===== src/rtl/cam_cfg_sequencer_pkg.sv =====
// Shared types and constants for the camera configuration sequencer.
// Latency: n/a (declarations only).
// Backpressure: n/a.
package cam_cfg_sequencer_pkg;

    typedef enum logic [3:0] {
        IDLE,
        FETCH,
        DECODE,
        ISSUE,
        WAIT_RSP,
        GAP,
        DELAY,
        DONE,
        FAIL
    } state_e;

    // Table entry that terminates the sequence early.
    localparam logic [15:0] END_MARK   = 16'hFFFF;
    // Register address that turns an entry into a millisecond delay.
    localparam logic [7:0]  DELAY_ADDR = 8'hFF;

endpackage


===== src/rtl/cam_cfg_rom.sv =====
// Camera register list, {reg_addr, data} per entry; unlisted indices read END_MARK.
// Latency: 1 cycle from index to entry (registered output).
// Backpressure: none, the entry follows index every cycle.
module cam_cfg_rom
    import cam_cfg_sequencer_pkg::*;
(
    input  logic        clk,
    input  logic        reset,
    input  logic [7:0]  index,
    output logic [15:0] entry
);

    logic [15:0] entry_d;
    logic [15:0] entry_q;

    // Table lookup: soft reset, settle delay, then the sensor setup list.
    always_comb begin
        entry_d = END_MARK;
        case (index)
            8'd0:    entry_d = 16'h1280;  // COM7: soft reset
            8'd1:    entry_d = 16'h1100;  // CLKRC: no prescale
            8'd2:    entry_d = 16'h3A04;  // TSLB: output sequence
            8'd3:    entry_d = 16'hFF05;  // wait 5 ms for the sensor to settle
            8'd4:    entry_d = 16'h40D0;  // COM15: full range RGB565
            8'd5:    entry_d = 16'hFF00;  // zero-length delay, advances at once
            8'd6:    entry_d = 16'h1714;  // HSTART
            8'd7:    entry_d = 16'h1802;  // HSTOP
            8'd8:    entry_d = 16'h3200;  // HREF
            default: entry_d = END_MARK;
        endcase
    end

    // Registered read port.
    always_ff @(posedge clk or negedge reset) begin
        if (!reset) begin
            entry_q <= '0;
        end else begin
            entry_q <= entry_d;
        end
    end

    assign entry = entry_q;

endmodule


===== src/rtl/cam_cfg_sequencer.sv =====
// Walks the camera register table and issues SCCB writes, with retries, delays and gaps.
// Latency: first command 3 cycles after reset release or start; GAP_CYCLES idle after each response.
// Backpressure: cmd_valid is registered and held with stable fields until cmd_ready.
module cam_cfg_sequencer
    import cam_cfg_sequencer_pkg::*;
#(
    parameter logic [7:0] DEV_ADDR     = 8'h42,
    parameter int         TABLE_LEN    = 64,
    parameter int         GAP_CYCLES   = 10,
    parameter int         TICKS_PER_MS = 1000,
    parameter int         MAX_RETRY    = 3
) (
    input  logic       clk,
    input  logic       reset,
    input  logic       start,
    output logic       cmd_valid,
    input  logic       cmd_ready,
    output logic [7:0] cmd_dev_addr,
    output logic [7:0] cmd_reg_addr,
    output logic [7:0] cmd_data,
    input  logic       rsp_valid,
    input  logic       rsp_nack,
    output logic       busy,
    output logic       done,
    output logic       error,
    output logic [7:0] err_index
);

    // Counter covers the longest delay (255 ms) but never drops below 18 bits.
    localparam int DLY_MAX = 255 * TICKS_PER_MS;
    localparam int CNT_W   = ($clog2(DLY_MAX + 1) > 18) ? $clog2(DLY_MAX + 1) : 18;

    localparam logic [CNT_W-1:0] GAP_LOAD = CNT_W'(GAP_CYCLES - 1);
    localparam logic [CNT_W-1:0] TICKS_C  = CNT_W'(TICKS_PER_MS);
    localparam logic [8:0]       LEN_C    = 9'(TABLE_LEN);
    localparam logic [7:0]       RETRY_C  = 8'(MAX_RETRY);

    state_e           state_d, state_q;
    logic [7:0]       idx_d, idx_q;
    logic [7:0]       retry_d, retry_q;
    logic [CNT_W-1:0] cnt_d, cnt_q;
    logic [7:0]       reg_d, reg_q;
    logic [7:0]       dat_d, dat_q;
    logic [7:0]       err_index_d, err_index_q;
    logic             cmd_valid_q, busy_q, done_q, error_q;

    logic [15:0]      entry;
    logic [8:0]       idx_inc;
    logic [CNT_W-1:0] dly_prod;

    cam_cfg_rom u_rom (
        .clk   (clk),
        .reset (reset),
        .index (idx_q),
        .entry (entry)
    );

    // Nine bits so that TABLE_LEN = 256 is reachable without the index wrapping.
    assign idx_inc  = {1'b0, idx_q} + 9'd1;
    assign dly_prod = CNT_W'(entry[7:0]) * TICKS_C;

    // Next-state logic. After GAP, a zero retry count means the last write was
    // acknowledged (advance); a non-zero count means re-issue the same entry.
    always_comb begin
        state_d     = state_q;
        idx_d       = idx_q;
        retry_d     = retry_q;
        cnt_d       = cnt_q;
        reg_d       = reg_q;
        dat_d       = dat_q;
        err_index_d = err_index_q;
        case (state_q)
            IDLE: begin
                state_d = FETCH;
                idx_d   = '0;
                retry_d = '0;
            end
            FETCH: state_d = DECODE;
            DECODE: begin
                if (entry == END_MARK) begin
                    state_d = DONE;
                end else if (entry[15:8] == DELAY_ADDR) begin
                    state_d = DELAY;
                    cnt_d   = (entry[7:0] == 8'd0) ? '0 : dly_prod - CNT_W'(1);
                end else begin
                    state_d = ISSUE;
                    reg_d   = entry[15:8];
                    dat_d   = entry[7:0];
                end
            end
            ISSUE: if (cmd_ready) state_d = WAIT_RSP;
            WAIT_RSP: begin
                if (rsp_valid) begin
                    if (!rsp_nack) begin
                        retry_d = '0;
                        state_d = GAP;
                        cnt_d   = GAP_LOAD;
                    end else if (retry_q != RETRY_C) begin
                        retry_d = retry_q + 8'd1;
                        state_d = GAP;
                        cnt_d   = GAP_LOAD;
                    end else begin
                        state_d     = FAIL;
                        err_index_d = idx_q;
                    end
                end
            end
            GAP, DELAY: begin
                if (cnt_q != '0) begin
                    cnt_d = cnt_q - CNT_W'(1);
                end else if (state_q == GAP && retry_q != 8'd0) begin
                    state_d = ISSUE;
                end else if (idx_inc == LEN_C) begin
                    state_d = DONE;
                end else begin
                    idx_d   = idx_inc[7:0];
                    state_d = FETCH;
                end
            end
            DONE, FAIL: begin
                if (start) begin
                    state_d     = FETCH;
                    idx_d       = '0;
                    retry_d     = '0;
                    err_index_d = '0;
                end
            end
            default: state_d = IDLE;
        endcase
    end

    // State, datapath and registered status outputs derived from the next state.
    always_ff @(posedge clk or negedge reset) begin
        if (!reset) begin
            state_q     <= IDLE;
            idx_q       <= '0;
            retry_q     <= '0;
            cnt_q       <= '0;
            reg_q       <= '0;
            dat_q       <= '0;
            err_index_q <= '0;
            cmd_valid_q <= 1'b0;
            busy_q      <= 1'b0;
            done_q      <= 1'b0;
            error_q     <= 1'b0;
        end else begin
            state_q     <= state_d;
            idx_q       <= idx_d;
            retry_q     <= retry_d;
            cnt_q       <= cnt_d;
            reg_q       <= reg_d;
            dat_q       <= dat_d;
            err_index_q <= err_index_d;
            cmd_valid_q <= (state_d == ISSUE);
            busy_q      <= (state_d != DONE) && (state_d != FAIL);
            done_q      <= (state_d == DONE);
            error_q     <= (state_d == FAIL);
        end
    end

    assign cmd_valid    = cmd_valid_q;
    assign cmd_dev_addr = DEV_ADDR;
    assign cmd_reg_addr = reg_q;
    assign cmd_data     = dat_q;
    assign busy         = busy_q;
    assign done         = done_q;
    assign error        = error_q;
    assign err_index    = err_index_q;

endmodule


===== config.mk =====
export PLATFORM = sky130hd
export DESIGN_NAME = cam_cfg_sequencer
export DESIGN_NICKNAME = d
export VERILOG_FILES = /design/src/rtl/cam_cfg_sequencer_pkg.sv /design/src/rtl/cam_cfg_rom.sv /design/src/rtl/cam_cfg_sequencer.sv
export SDC_FILE = /design/constraint.sdc
export NUM_CORES = 1
export LEC_CHECK = 0
export BUFFER_PORTS_ARGS = -buffer_cell sky130_fd_sc_hd__buf_4
export CAP_MARGIN = 0
export CELL_PAD_IN_SITES_DETAIL_PLACEMENT = 0
export CELL_PAD_IN_SITES_GLOBAL_PLACEMENT = 1
export CORE_AREA = 2 2 143 145
export CTS_CLUSTER_SIZE = 12
export DETAILED_ROUTE_END_ITERATION = 8
export DIE_AREA = 0 0 145 147
export GPL_TIMING_DRIVEN = 0
export PLACE_DENSITY_LB_ADDON = 0.08
export SLEW_MARGIN = 40
export SYNTH_ARGS = -nofsm -noshare
export SYNTH_HDL_FRONTEND = slang
export SYNTH_SLANG_ARGS = --single-unit

===== constraint.sdc =====
create_clock -name clk -period 6.6 [get_ports clk]
set_input_delay 1.32 -clock clk [delete_from_list [all_inputs] [get_ports clk]]
set_output_delay 1.32 -clock clk [all_outputs]
set_load 0.01 [all_outputs]

==> results of run 1 <==
-- cells in the final DEF (no fill, tap or decap), types with 8 or more instances in the layout --
master and instances:
sky130_fd_sc_hd__dfrtp_1 80, sky130_fd_sc_hd__o21ai_0 70, sky130_fd_sc_hd__inv_1 57, sky130_fd_sc_hd__ha_1 55
sky130_fd_sc_hd__nor2_1 50, sky130_fd_sc_hd__nand2_1 43, sky130_fd_sc_hd__buf_4 41, sky130_fd_sc_hd__a21oi_1 32
sky130_fd_sc_hd__nand3_1 23, sky130_fd_sc_hd__fa_1 20, sky130_fd_sc_hd__xnor2_1 16, sky130_fd_sc_hd__clkbuf_1 12
sky130_fd_sc_hd__a21o_1 10, sky130_fd_sc_hd__xor2_1 10, sky130_fd_sc_hd__nor3_1 10, sky130_fd_sc_hd__buf_2 9
sky130_fd_sc_hd__o31ai_1 9, sky130_fd_sc_hd__clkbuf_16 9, sky130_fd_sc_hd__nand2b_1 8, sky130_fd_sc_hd__conb_1 8
-- layout make-up --
| cell class | count | area, um2 |
|---|---|---|
| Tap cell | 270 | 338 |
| Clock inverter | 5 | 41.3 |
| Fill cell | 2079 | 13100 |
| Timing Repair Buffer | 33 | 254 |
| Buffer | 30 | 158 |
| Clock buffer | 11 | 243 |
| Multi-Input combinational cell | 485 | 3510 |
| Inverter | 58 | 218 |
| Sequential cell | 80 | 2000 |
-- flip-flops by register name, summed over array words and instances (netlist names) --
signal	cells
busy	1
cmd_data	7
cmd_reg_addr	8
cmd_valid	1
cnt_q	18
done	1
err_index	8
error	1
idx_q	8
retry_q	8
state_q	4
u_rom.entry	15
-- routing by layer --
metal	part of all wire [%]	global-route usage, %	up-vias	routed length (um)
met5	0	0	-	0
met4	1.1	4.16	0	160
met3	2.5	2.30	10	379
met2	46	23.5	79	6940
met1	50	20.4	2298	7490
li1	-	-	2350	-
-- power by group --
group,internal [mW],switching [mW],leakage (nW)
Sequential,0.611,0.105,1.03
Combinational,0.364,0.571,1.98
Clock,0.268,0.214,0.132
Total,1.24,0.889,3.14
-- Yosys cell counts, types with 11 or more instances --
| library cell | instances |
|---|---|
| sky130_fd_sc_hd__clkbuf_1 | 11 |
| sky130_fd_sc_hd__nand3_1 | 23 |
| sky130_fd_sc_hd__o21ai_0 | 70 |
| sky130_fd_sc_hd__dfrtp_1 | 80 |
| sky130_fd_sc_hd__xnor2_1 | 16 |
| sky130_fd_sc_hd__nor2_1 | 51 |
| sky130_fd_sc_hd__nor3_1 | 11 |
| sky130_fd_sc_hd__inv_1 | 57 |
| sky130_fd_sc_hd__fa_1 | 20 |
| sky130_fd_sc_hd__a21oi_1 | 33 |
| sky130_fd_sc_hd__nand2_1 | 43 |
| sky130_fd_sc_hd__ha_1 | 55 |
-- critical path, cell delays in order, from the launching register on --
cell and delay, ns:
sky130_fd_sc_hd__dfrtp_1 0.64, sky130_fd_sc_hd__inv_1 0.29, sky130_fd_sc_hd__ha_1 0.42, sky130_fd_sc_hd__inv_1 0.08
sky130_fd_sc_hd__fa_1 0.56, sky130_fd_sc_hd__fa_1 0.44, sky130_fd_sc_hd__fa_1 0.52, sky130_fd_sc_hd__inv_1 0.04
sky130_fd_sc_hd__ha_1 0.37, sky130_fd_sc_hd__o21a_1 0.15, sky130_fd_sc_hd__o31a_1 0.20, sky130_fd_sc_hd__a21oi_1 0.09
sky130_fd_sc_hd__nor4_1 0.68, sky130_fd_sc_hd__o211a_1 0.26, sky130_fd_sc_hd__nand4_1 0.11, sky130_fd_sc_hd__xnor2_1 0.21
sky130_fd_sc_hd__o21ai_0 0.11
-- stage by stage --
stage                     power, mW  worst slack, ns
after global placement         1.65             1.24
after CTS                      2.17             1.23
after floorplan                1.34             1.99
after global routing           2.32            0.928
final                          2.13             1.31
after detailed placement       1.66             1.25
-- logic make-up after synthesis --
family | after synthesis | share of synthesized area, %
flops | 80 | 34.2
mux | 7 | 1.35
compound gates | 174 | 18.4
buf+inv | 88 | 6.41
xor+xnor | 26 | 3.89
fa+ha+maj | 75 | 18.6
other cells | 2 | 0.128
simple gates | 195 | 17.1
-- final timing paths --
kind,to,slack (ns),cells past startpoint
worst max-delay path,cnt_q[17],1.31,16
worst min-delay path,cmd_data[1],0.49,2
worst max register to register,cnt_q[17],1.31,16
worst min register to register,cmd_data[1],0.49,2
max in group asynchronous,cmd_reg_addr[0],5.09,1
min in group asynchronous,cnt_q[12],1.02,1
==> run summary, run 1 <==
- **transition time at the pin with the least slew margin** 0.760 ns
- **Max Cap Viol** 0
- **buffer count from post-CTS setup fixing** 0
- **maximum clock skew at final layout** 0.0109 ns
- **endpoint required time on the critical path** 6.81 ns
- **post-synth cell types** 67
- **Top FF cell, synth** sky130_fd_sc_hd__dfrtp_1
- **TritonCTS sink count** 80
- **net count reported at finish** 778
- **maximum resistive drop on vdd** 0.000129 V
- **register bit total from synthesis** 80
- **overall routed net length** 15,000 um
- **result of the run** complete, no violations
- **endpoints failing setup** 0
- **antenna viol nets, final** 0
- **Tcrit/Tclk final** 80.2%
- **fraction of layout instances using a drive strength above 1** 12.7%
- **number of antenna cells inserted** 0
- **count of H-tree levels built during CTS** 3
- **portion of synthesized cell area occupied by the leading cell type** 34.2%
- **number of synthesized flops with an enable pin** 0
- **final HPWL from detailed placement** 11,300 um
- **Iteration-0 DRC Markers** 215
- **Std-Cell Rows** 52
- **drt via density** 4.87
- **aggregate global-route resource usage** 14.6%
- **Inserted Clock Buffers** 9
- **root buffer cell** sky130_fd_sc_hd__clkbuf_16
- **upper clock frequency limit** 189 MHz
- **power density over cell area** 315 nW/um2
- **GRT Residual Overflow** 0
- **weighted congestion reported at the end of routability-driven placement** 0.801
- **horizontal die dimension** 145 um
- **area of the die** 21,300 um2
- **fin util** 34.1%
- **routed vias** 4,737
- **Fin. Hold Viols** 0
- **Max FO, Critical Path** 10
- **length of the first detailed-routing pass in iterations** 5
- **final cell count without fillers** 972
- **TritonCTS clock tree** done
- **Tmin final** 5.29 ns
- **data arrival time of the worst path** 5.50 ns
- **cell area after technology mapping** 5860 um2
- **Hold WC Path Type** reg -> reg
- **post-route standard cell area excluding fillers** 6770 um2
- **die boundary height** 147 um
- **clock transition time at the flip-flop clock pins of the worst setup and hold paths** 0.06 ns
- **Total Negative Setup Slacks** 0 ns
- **Placement Cell Area** 6470 um2
- **Area contributors post-synth** sky130_fd_sc_hd__dfrtp_1, sky130_fd_sc_hd__ha_1, sky130_fd_sc_hd__fa_1, sky130_fd_sc_hd__o21ai_0, sky130_fd_sc_hd__inv_1
- **DR DRC count** 0
- **hold buffers post-CTS** 0
- **synthesized area per cell** 9.05 um2
- **Resized Gates After CTS** 0
- **Critical Path End Type** flop
- **crit path from** u_rom.entry[5]
- **Worst Path Class, Setup** reg -> reg
- **Area growth, synth to finish** 15.5%
- **setup repair after global routing missed its margin** no
- **proportion of synthesized chip area in sequential cells** 34.2%
- **startpoint of the tightest hold check path** cmd_data[1]
- **wire length of the first global-routing pass** 25,100 um
- **Critical Path Start Type** flop
- **number of antenna violations at the first check in global routing** 0
- **cell leakage power** 3.14 nW
- **Core ar.** 19,800 um2
- **Syn. warnings** 0
- **I/O pin cnt** 42
- **via count of the first global-routing pass** 4,772
- **reg-to-reg critical path startpoint** u_rom.entry[5]
- **clock latency at the later pin of the worst-skew pair** 0.35 ns
- **relative slew slack** 48.9%
- **starting density of the core** 29.5%
- **FFs w/ async S/R, synth** 100%
- **worst hold margin** 0.494 ns
- **buffer depth of the longest clock path** 2
- **largest area contributor in the netlist** sky130_fd_sc_hd__dfrtp_1
- **average routed wire per standard cell** 15.4 um
- **cell count after synthesis** 647
- **placed cell count** 956
- **pins over their slew limit** 0
- **pin count of the biggest net entering global routing** 81
- **count of port buffers added during placement** 33
(Power assumes the default switching activity.)
==> run 2, diff against run 1 <==
==> constraint.sdc (replaced) <==
create_clock -name clk -period 5.6 [get_ports clk]
set_input_delay 1.12 -clock clk [delete_from_list [all_inputs] [get_ports clk]]
set_output_delay 1.12 -clock clk [all_outputs]
set_load 0.01 [all_outputs]
==> run 2 against run 1 <==
  * Final cell count is the same
  * Clock power grew 18%
  * Clock skew is essentially flat
  * Sequential share of layout area is essentially flat
  * Highest routed layer unchanged
  * Core utilization is essentially flat
  * Combinational power grew 18%
  * Worst hold slack is the same
  * Worst setup slack lost 0.85 ns
  * Global-route usage is the same
  * Critical path type unchanged
==> run summary, run 2 (synthesis results as in run 1) <==
- **result of the run** complete, no violations, unchanged
- **number of antenna cells inserted** 0, unchanged
- **buffer depth of the longest clock path** 2, unchanged
- **minimum setup slack after placement** 0.246 ns, was 1.25 ns
- **endpoint of the most critical register-to-register path** cnt_q[17], unchanged
- **hold-critical path depth** 2, unchanged
- **Max Cap Viol** 0, unchanged
- **clock transition time at the flip-flop clock pins of the worst setup and hold paths** 0.06 ns, about the same
- **power density over cell area** 371 nW/um2, was 315 nW/um2
- **data arrival time of the worst path** 5.35 ns, was 5.50 ns
- **most frequent standard cell in the layout excluding fill and tap cells** sky130_fd_sc_hd__dfrtp_1, unchanged
- **pins over their slew limit** 0, unchanged
- **root buffer cell** sky130_fd_sc_hd__clkbuf_16, unchanged
- **fraction of layout instances using a drive strength above 1** 12.8%, was 12.7%
- **drt via density** 4.88, was 4.87
- **hold buffers post-CTS** 0, unchanged
- **Critical Path End Type** flop, unchanged
- **depth of the most critical reg-to-reg path** 15, was 16
- **commonest non-fill, non-tap cells in the layout** sky130_fd_sc_hd__dfrtp_1, sky130_fd_sc_hd__o21ai_0, sky130_fd_sc_hd__inv_1, sky130_fd_sc_hd__ha_1, sky130_fd_sc_hd__nor2_1, unchanged
- **TritonCTS sink count** 80, unchanged
- **area of the die** 21,300 um2, unchanged
- **overall routed net length** 15,000 um, about the same
- **GRT Residual Overflow** 0, unchanged
- **transition time at the pin with the least slew margin** 0.737 ns, was 0.760 ns
- **Hold WC Path Type** reg -> reg, unchanged
- **weighted congestion reported at the end of routability-driven placement** 0.801, unchanged
- **number of antenna violations at the first check in global routing** 0, unchanged
- **starting density of the core** 29.5%, unchanged
- **endpoint required time on the critical path** 5.81 ns, was 6.81 ns
- **die boundary height** 147 um, unchanged
- **wire length of the first global-routing pass** 25,100 um, unchanged
- **net count reported at finish** 778, unchanged
- **average routed wire per standard cell** 15.4 um, about the same
- **maximum resistive drop on vdd** 0.000152 V, was 0.000129 V
- **fin util** 34.1%, about the same
- **Iteration-0 DRC Markers** 215, unchanged
- **aggregate global-route resource usage** 14.6%, unchanged
- **Max FO, Critical Path** 10, unchanged
- **Fin. Hold Viols** 0, unchanged
- **Total Negative Setup Slacks** 0 ns, unchanged
- **relative slew slack** 50.2%, was 48.9%
- **endpoints failing setup** 0, unchanged
- **post-route total power** 2.52 mW, was 2.13 mW
- **startpoint of the tightest hold check path** cmd_data[1], unchanged
- **pin count of the biggest net entering global routing** 81, unchanged
- **filler instances** 2,079, unchanged
- **Area growth, synth to finish** 15.6%, was 15.5%
- **antenna viol nets, final** 0, unchanged
- **I/O pin cnt** 42, unchanged
- **DR DRC count** 0, unchanged
- **maximum clock skew at final layout** 0.0109 ns, about the same
- **final HPWL from detailed placement** 11,300 um, unchanged
- **Core ar.** 19,800 um2, unchanged
- **routed vias** 4,742, was 4,737
- **horizontal die dimension** 145 um, unchanged
- **count of port buffers added during placement** 33, unchanged
- **length of the first detailed-routing pass in iterations** 5, unchanged
- **reg-to-reg critical path startpoint** u_rom.entry[5], unchanged
- **setup repair after global routing missed its margin** no, unchanged
- **Std-Cell Rows** 52, unchanged
- **cell leakage power** 3.14 nW, about the same
- **Critical Path Start Type** flop, unchanged
- **clock latency at the later pin of the worst-skew pair** 0.35 ns, about the same
- **internal reg-to-reg setup slack** 0.46 ns, was 1.31 ns
- **TritonCTS clock tree** done, unchanged
- **upper clock frequency limit** 194 MHz, was 189 MHz
- **Reg with most FFs** cnt_q, unchanged
- **Worst Setup Slack, final** 0.456 ns, was 1.31 ns
- **via count of the first global-routing pass** 4,772, unchanged
- **endpoint of the worst hold path** cmd_data[1], unchanged
- **Tcrit/Tclk final** 91.9%, was 80.2%
- **count of H-tree levels built during CTS** 3, unchanged
- **Tmin final** 5.14 ns, was 5.29 ns
- **Inserted Clock Buffers** 9, unchanged
- **Largest register FFs** 18, unchanged
- **Worst Path Class, Setup** reg -> reg, unchanged
## run 2: changes by cell type in the layout (fill, tap and decap cells not counted)
cell,previous run,this run
sky130_fd_sc_hd__nor4_2,1,2
sky130_fd_sc_hd__nor4_1,6,5
## run 2: power by group
group	internal (mW)	switching, mW	total (mW)
Combinational	0.431	0.674	1.10
Clock	0.316	0.252	0.567
Sequential	0.720	0.124	0.843
## run 2: what timing repair did
action | 4_1_cts | 5_1_grt
endpoints found under the setup margin | 0 | 1
buffers inserted | 0 | 0
endpoints found under the hold margin | 0 | 0
resized for setup | 0 | 1
## run 2: worst max-delay path: stages (launching register included)
cell and delay [ns]:
sky130_fd_sc_hd__dfrtp_1 0.64, sky130_fd_sc_hd__inv_1 0.29, sky130_fd_sc_hd__ha_1 0.42, sky130_fd_sc_hd__inv_1 0.08, sky130_fd_sc_hd__fa_1 0.56, sky130_fd_sc_hd__fa_1 0.44
sky130_fd_sc_hd__fa_1 0.52, sky130_fd_sc_hd__inv_1 0.04, sky130_fd_sc_hd__ha_1 0.36, sky130_fd_sc_hd__a21o_1 0.18, sky130_fd_sc_hd__a2111oi_0 0.59, sky130_fd_sc_hd__o21bai_1 0.19
sky130_fd_sc_hd__nor2_1 0.23, sky130_fd_sc_hd__nand4_1 0.14, sky130_fd_sc_hd__xnor2_1 0.21, sky130_fd_sc_hd__o21ai_0 0.11
## run 2: final cells by class
type	count	area [um2]	area share (%)
flip-flops and latches	80	2000	29.6
well taps	270	338	4.99
inverters	58	218	3.21
repair buffers	33	254	3.75
clock buffers	11	243	3.58
clock inverters	5	41.3	0.610
plain buffers	30	158	2.33
multi-input cells	485	3520	52.0
## run 2: layer usage
| layer | wire (um) | global-route usage (%) | vias to the layer above |
|---|---|---|---|
| li1 | - | - | 2352 |
| met1 | 7470 | 20.4 | 2305 |
| met2 | 6960 | 23.5 | 75 |
| met3 | 388 | 2.30 | 10 |
| met4 | 160 | 4.16 | 0 |
| met5 | 0 | 0 | - |
## run 2: through the flow
step | cells | area [um2] | hold WS (ns)
3_5_place_dp | 956 | 6470 | 0.483
6_report | 972 | 6770 | 0.494
4_1_cts | 972 | 6760 | 0.497
5_1_grt | 972 | 6770 | 0.525
3_3_place_gp | 956 | 6470 | 0.475
2_1_floorplan | 653 | 5880 | 0.470
## run 2: worst max path at each step
stage               cells past startpoint         to  slack (ns)           start
floorplan                              16  cnt_q[15]        0.99  u_rom.entry[5]
global placement                       16  cnt_q[17]        0.24  u_rom.entry[5]
detailed placement                     16  cnt_q[17]        0.25  u_rom.entry[5]
CTS                                    16  cnt_q[17]        0.23  u_rom.entry[5]
global route                           15  cnt_q[17]        0.01  u_rom.entry[5]
finish                                 15  cnt_q[17]        0.46  u_rom.entry[5]
==> run 3, diff against run 2 <==
--- a/config.mk
+++ b/config.mk
@@ -9,12 +9,12 @@
 export CAP_MARGIN = 0
 export CELL_PAD_IN_SITES_DETAIL_PLACEMENT = 0
 export CELL_PAD_IN_SITES_GLOBAL_PLACEMENT = 1
-export CORE_AREA = 2 2 143 145
+export CORE_AREA = 2 2 122 171
 export CTS_CLUSTER_SIZE = 12
 export DETAILED_ROUTE_END_ITERATION = 8
-export DIE_AREA = 0 0 145 147
+export DIE_AREA = 0 0 124 173
 export GPL_TIMING_DRIVEN = 0
-export PLACE_DENSITY_LB_ADDON = 0.08
+export PLACE_DENSITY = 0.57
 export SLEW_MARGIN = 40
 export SYNTH_ARGS = -nofsm -noshare
 export SYNTH_HDL_FRONTEND = slang
==> run 3 against run 2 <==
  * Non-clock buffer count unchanged
  * Global-route usage up 0.14 points
  * Die area up 0.64%
==> run summary, run 3 (synthesis results as in run 1) <==
- **die boundary height** 173 um, was 147 um
- **Std-Cell Rows** 61, was 52
- **I/O pin cnt** 42, unchanged
- **Tmin final** 5.18 ns, was 5.14 ns
- **number of antenna violations at the first check in global routing** 0, unchanged
- **Tcrit/Tclk final** 92.5%, was 91.9%
- **Reg with most FFs** cnt_q, unchanged
- **Iteration-0 DRC Markers** 169, was 215
- **TritonCTS sink count** 80, unchanged
- **setup repair after global routing missed its margin** no, unchanged
- **GRT Residual Overflow** 0, unchanged
- **Total Negative Setup Slacks** 0 ns, unchanged
- **count of port buffers added during placement** 33, unchanged
- **most frequent standard cell in the layout excluding fill and tap cells** sky130_fd_sc_hd__dfrtp_1, unchanged
- **starting density of the core** 29.5%, unchanged
- **DR DRC count** 0, unchanged
- **pins over their slew limit** 0, unchanged
- **Hold WC Path Type** reg -> reg, unchanged
- **aggregate global-route resource usage** 14.7%, was 14.6%
- **hold buffers post-CTS** 0, unchanged
- **upper clock frequency limit** 193 MHz, was 194 MHz
- **placed cell count** 938, was 956
- **via count of the first global-routing pass** 4,910, was 4,772
- **final cell count without fillers** 954, was 972
- **root buffer cell** sky130_fd_sc_hd__clkbuf_16, unchanged
- **Critical Path End Type** flop, unchanged
- **Largest register FFs** 18, unchanged
- **horizontal die dimension** 124 um, was 145 um
- **fraction of layout instances using a drive strength above 1** 12.7%, was 12.8%
- **Max Cap Viol** 0, unchanged
- **data arrival time of the worst path** 5.39 ns, was 5.35 ns
- **pin count of the biggest net entering global routing** 81, unchanged
- **endpoints failing setup** 0, unchanged
- **commonest non-fill, non-tap cells in the layout** sky130_fd_sc_hd__dfrtp_1, sky130_fd_sc_hd__o21ai_0, sky130_fd_sc_hd__inv_1, sky130_fd_sc_hd__ha_1, sky130_fd_sc_hd__nor2_1, unchanged
- **maximum clock skew at final layout** 0.0120 ns, was 0.0109 ns
- **buffer depth of the longest clock path** 2, unchanged
- **clock transition time at the flip-flop clock pins of the worst setup and hold paths** 0.06 ns, about the same
- **length of the first detailed-routing pass in iterations** 4, was 5
- **antenna viol nets, final** 0, unchanged
- **clock latency at the later pin of the worst-skew pair** 0.34 ns, was 0.35 ns
- **minimum setup slack after placement** 0.179 ns, was 0.246 ns
- **Worst Setup Slack, final** 0.417 ns, was 0.456 ns
- **count of H-tree levels built during CTS** 3, unchanged
- **net count reported at finish** 778, unchanged
- **post-route total power** 2.55 mW, was 2.52 mW
- **area of the die** 21,500 um2, was 21,300 um2
- **maximum resistive drop on vdd** 0.000172 V, was 0.000152 V
- **transition time at the pin with the least slew margin** 0.763 ns, was 0.737 ns
- **Worst Path Class, Setup** reg -> reg, unchanged
- **power density over cell area** 377 nW/um2, was 371 nW/um2
- **Fin. Hold Viols** 0, unchanged
- **result of the run** complete, no violations, unchanged
- **final HPWL from detailed placement** 11,600 um, was 11,300 um
- **average routed wire per standard cell** 15.6 um, was 15.4 um
- **TritonCTS clock tree** done, unchanged
- **Inserted Clock Buffers** 9, unchanged
- **endpoint required time on the critical path** 5.81 ns, about the same
- **Core ar.** 19,800 um2, unchanged
- **drt via density** 4.96, was 4.88
- **relative slew slack** 48.4%, was 50.2%
- **buffer count from post-CTS setup fixing** 0, unchanged
- **cell leakage power** 3.15 nW, was 3.14 nW
- **overall routed net length** 14,900 um, was 15,000 um
- **routed vias** 4,732, was 4,742
- **Max FO, Critical Path** 10, unchanged
- **Area growth, synth to finish** 15.5%, was 15.6%
- **wire length of the first global-routing pass** 25,000 um, was 25,100 um
- **weighted congestion reported at the end of routability-driven placement** 0.805, was 0.801
- **Critical Path Start Type** flop, unchanged
- **number of antenna cells inserted** 0, unchanged
run 3: cell type report:
cell class / instances / area (um2)
buffer: 30 / 158
clock buffer: 12 / 246
clock inverter: 4 / 53.8
fill: 2103 / 13100
inverter: 58 / 218
multi-input combinational: 485 / 3520
sequential: 80 / 2000
tap: 252 / 315
timing repair buffer: 33 / 254
run 3: worst paths after layout:
kind	start	depth (start not counted)	to	slack [ns]
worst max-delay path	u_rom.entry[5]	16	cnt_q[16]	0.42
worst min-delay path	cmd_data[1]	2	cmd_data[1]	0.49
worst max register to register	u_rom.entry[5]	16	cnt_q[16]	0.42
worst min register to register	cmd_data[1]	2	cmd_data[1]	0.49
max in group asynchronous	reset	1	cmd_reg_addr[7]	4.29
min in group asynchronous	reset	1	error	0.79
run 3: per-stage QoR:
stage / hold WS (ns) / area [um2] / utilization [%]
3_3_place_gp: 0.478 / 6440 / 32.5
6_report: 0.488 / 6770 / 34.1
5_1_grt: 0.523 / 6770 / 34.1
4_1_cts: 0.490 / 6760 / 34.1
2_1_floorplan: 0.470 / 5880 / -
3_5_place_dp: 0.475 / 6460 / 32.5
run 3: report_power, final:
group | total [mW] | internal [mW] | switching [mW]
registers | 0.841 | 0.720 | 0.122
logic | 1.11 | 0.430 | 0.678
clock network | 0.601 | 0.359 | 0.242
run 3: what timing repair did:
item / CTS / global route
resized for setup: 0 / 2
endpoints found under the setup margin: 0 / 2
endpoints found under the hold margin: 0 / 0
run 3: metal layers:
| layer | share of wire (%) | up-vias | GRT usage (%) | wire [um] |
|---|---|---|---|---|
| met5 | 0 | - | 0 | 0 |
| met4 | 1.8 | 0 | 4.31 | 266 |
| met3 | 2.6 | 14 | 2.70 | 386 |
| met2 | 53 | 48 | 26.1 | 7930 |
| met1 | 42 | 2319 | 18.0 | 6330 |
| li1 | - | 2351 | - | - |
run 3: critical path, stage by stage (launching register included):
cell and delay (ns):
sky130_fd_sc_hd__dfrtp_1 0.64, sky130_fd_sc_hd__inv_1 0.29, sky130_fd_sc_hd__ha_1 0.42, sky130_fd_sc_hd__inv_1 0.08, sky130_fd_sc_hd__fa_1 0.56, sky130_fd_sc_hd__fa_1 0.44, sky130_fd_sc_hd__fa_1 0.51, sky130_fd_sc_hd__inv_1 0.04
sky130_fd_sc_hd__ha_1 0.38, sky130_fd_sc_hd__o21a_1 0.16, sky130_fd_sc_hd__o31a_1 0.22, sky130_fd_sc_hd__a21oi_1 0.10, sky130_fd_sc_hd__or4_1 0.55, sky130_fd_sc_hd__inv_1 0.12, sky130_fd_sc_hd__nand4_1 0.12, sky130_fd_sc_hd__xnor2_1 0.29
sky130_fd_sc_hd__o211ai_1 0.12
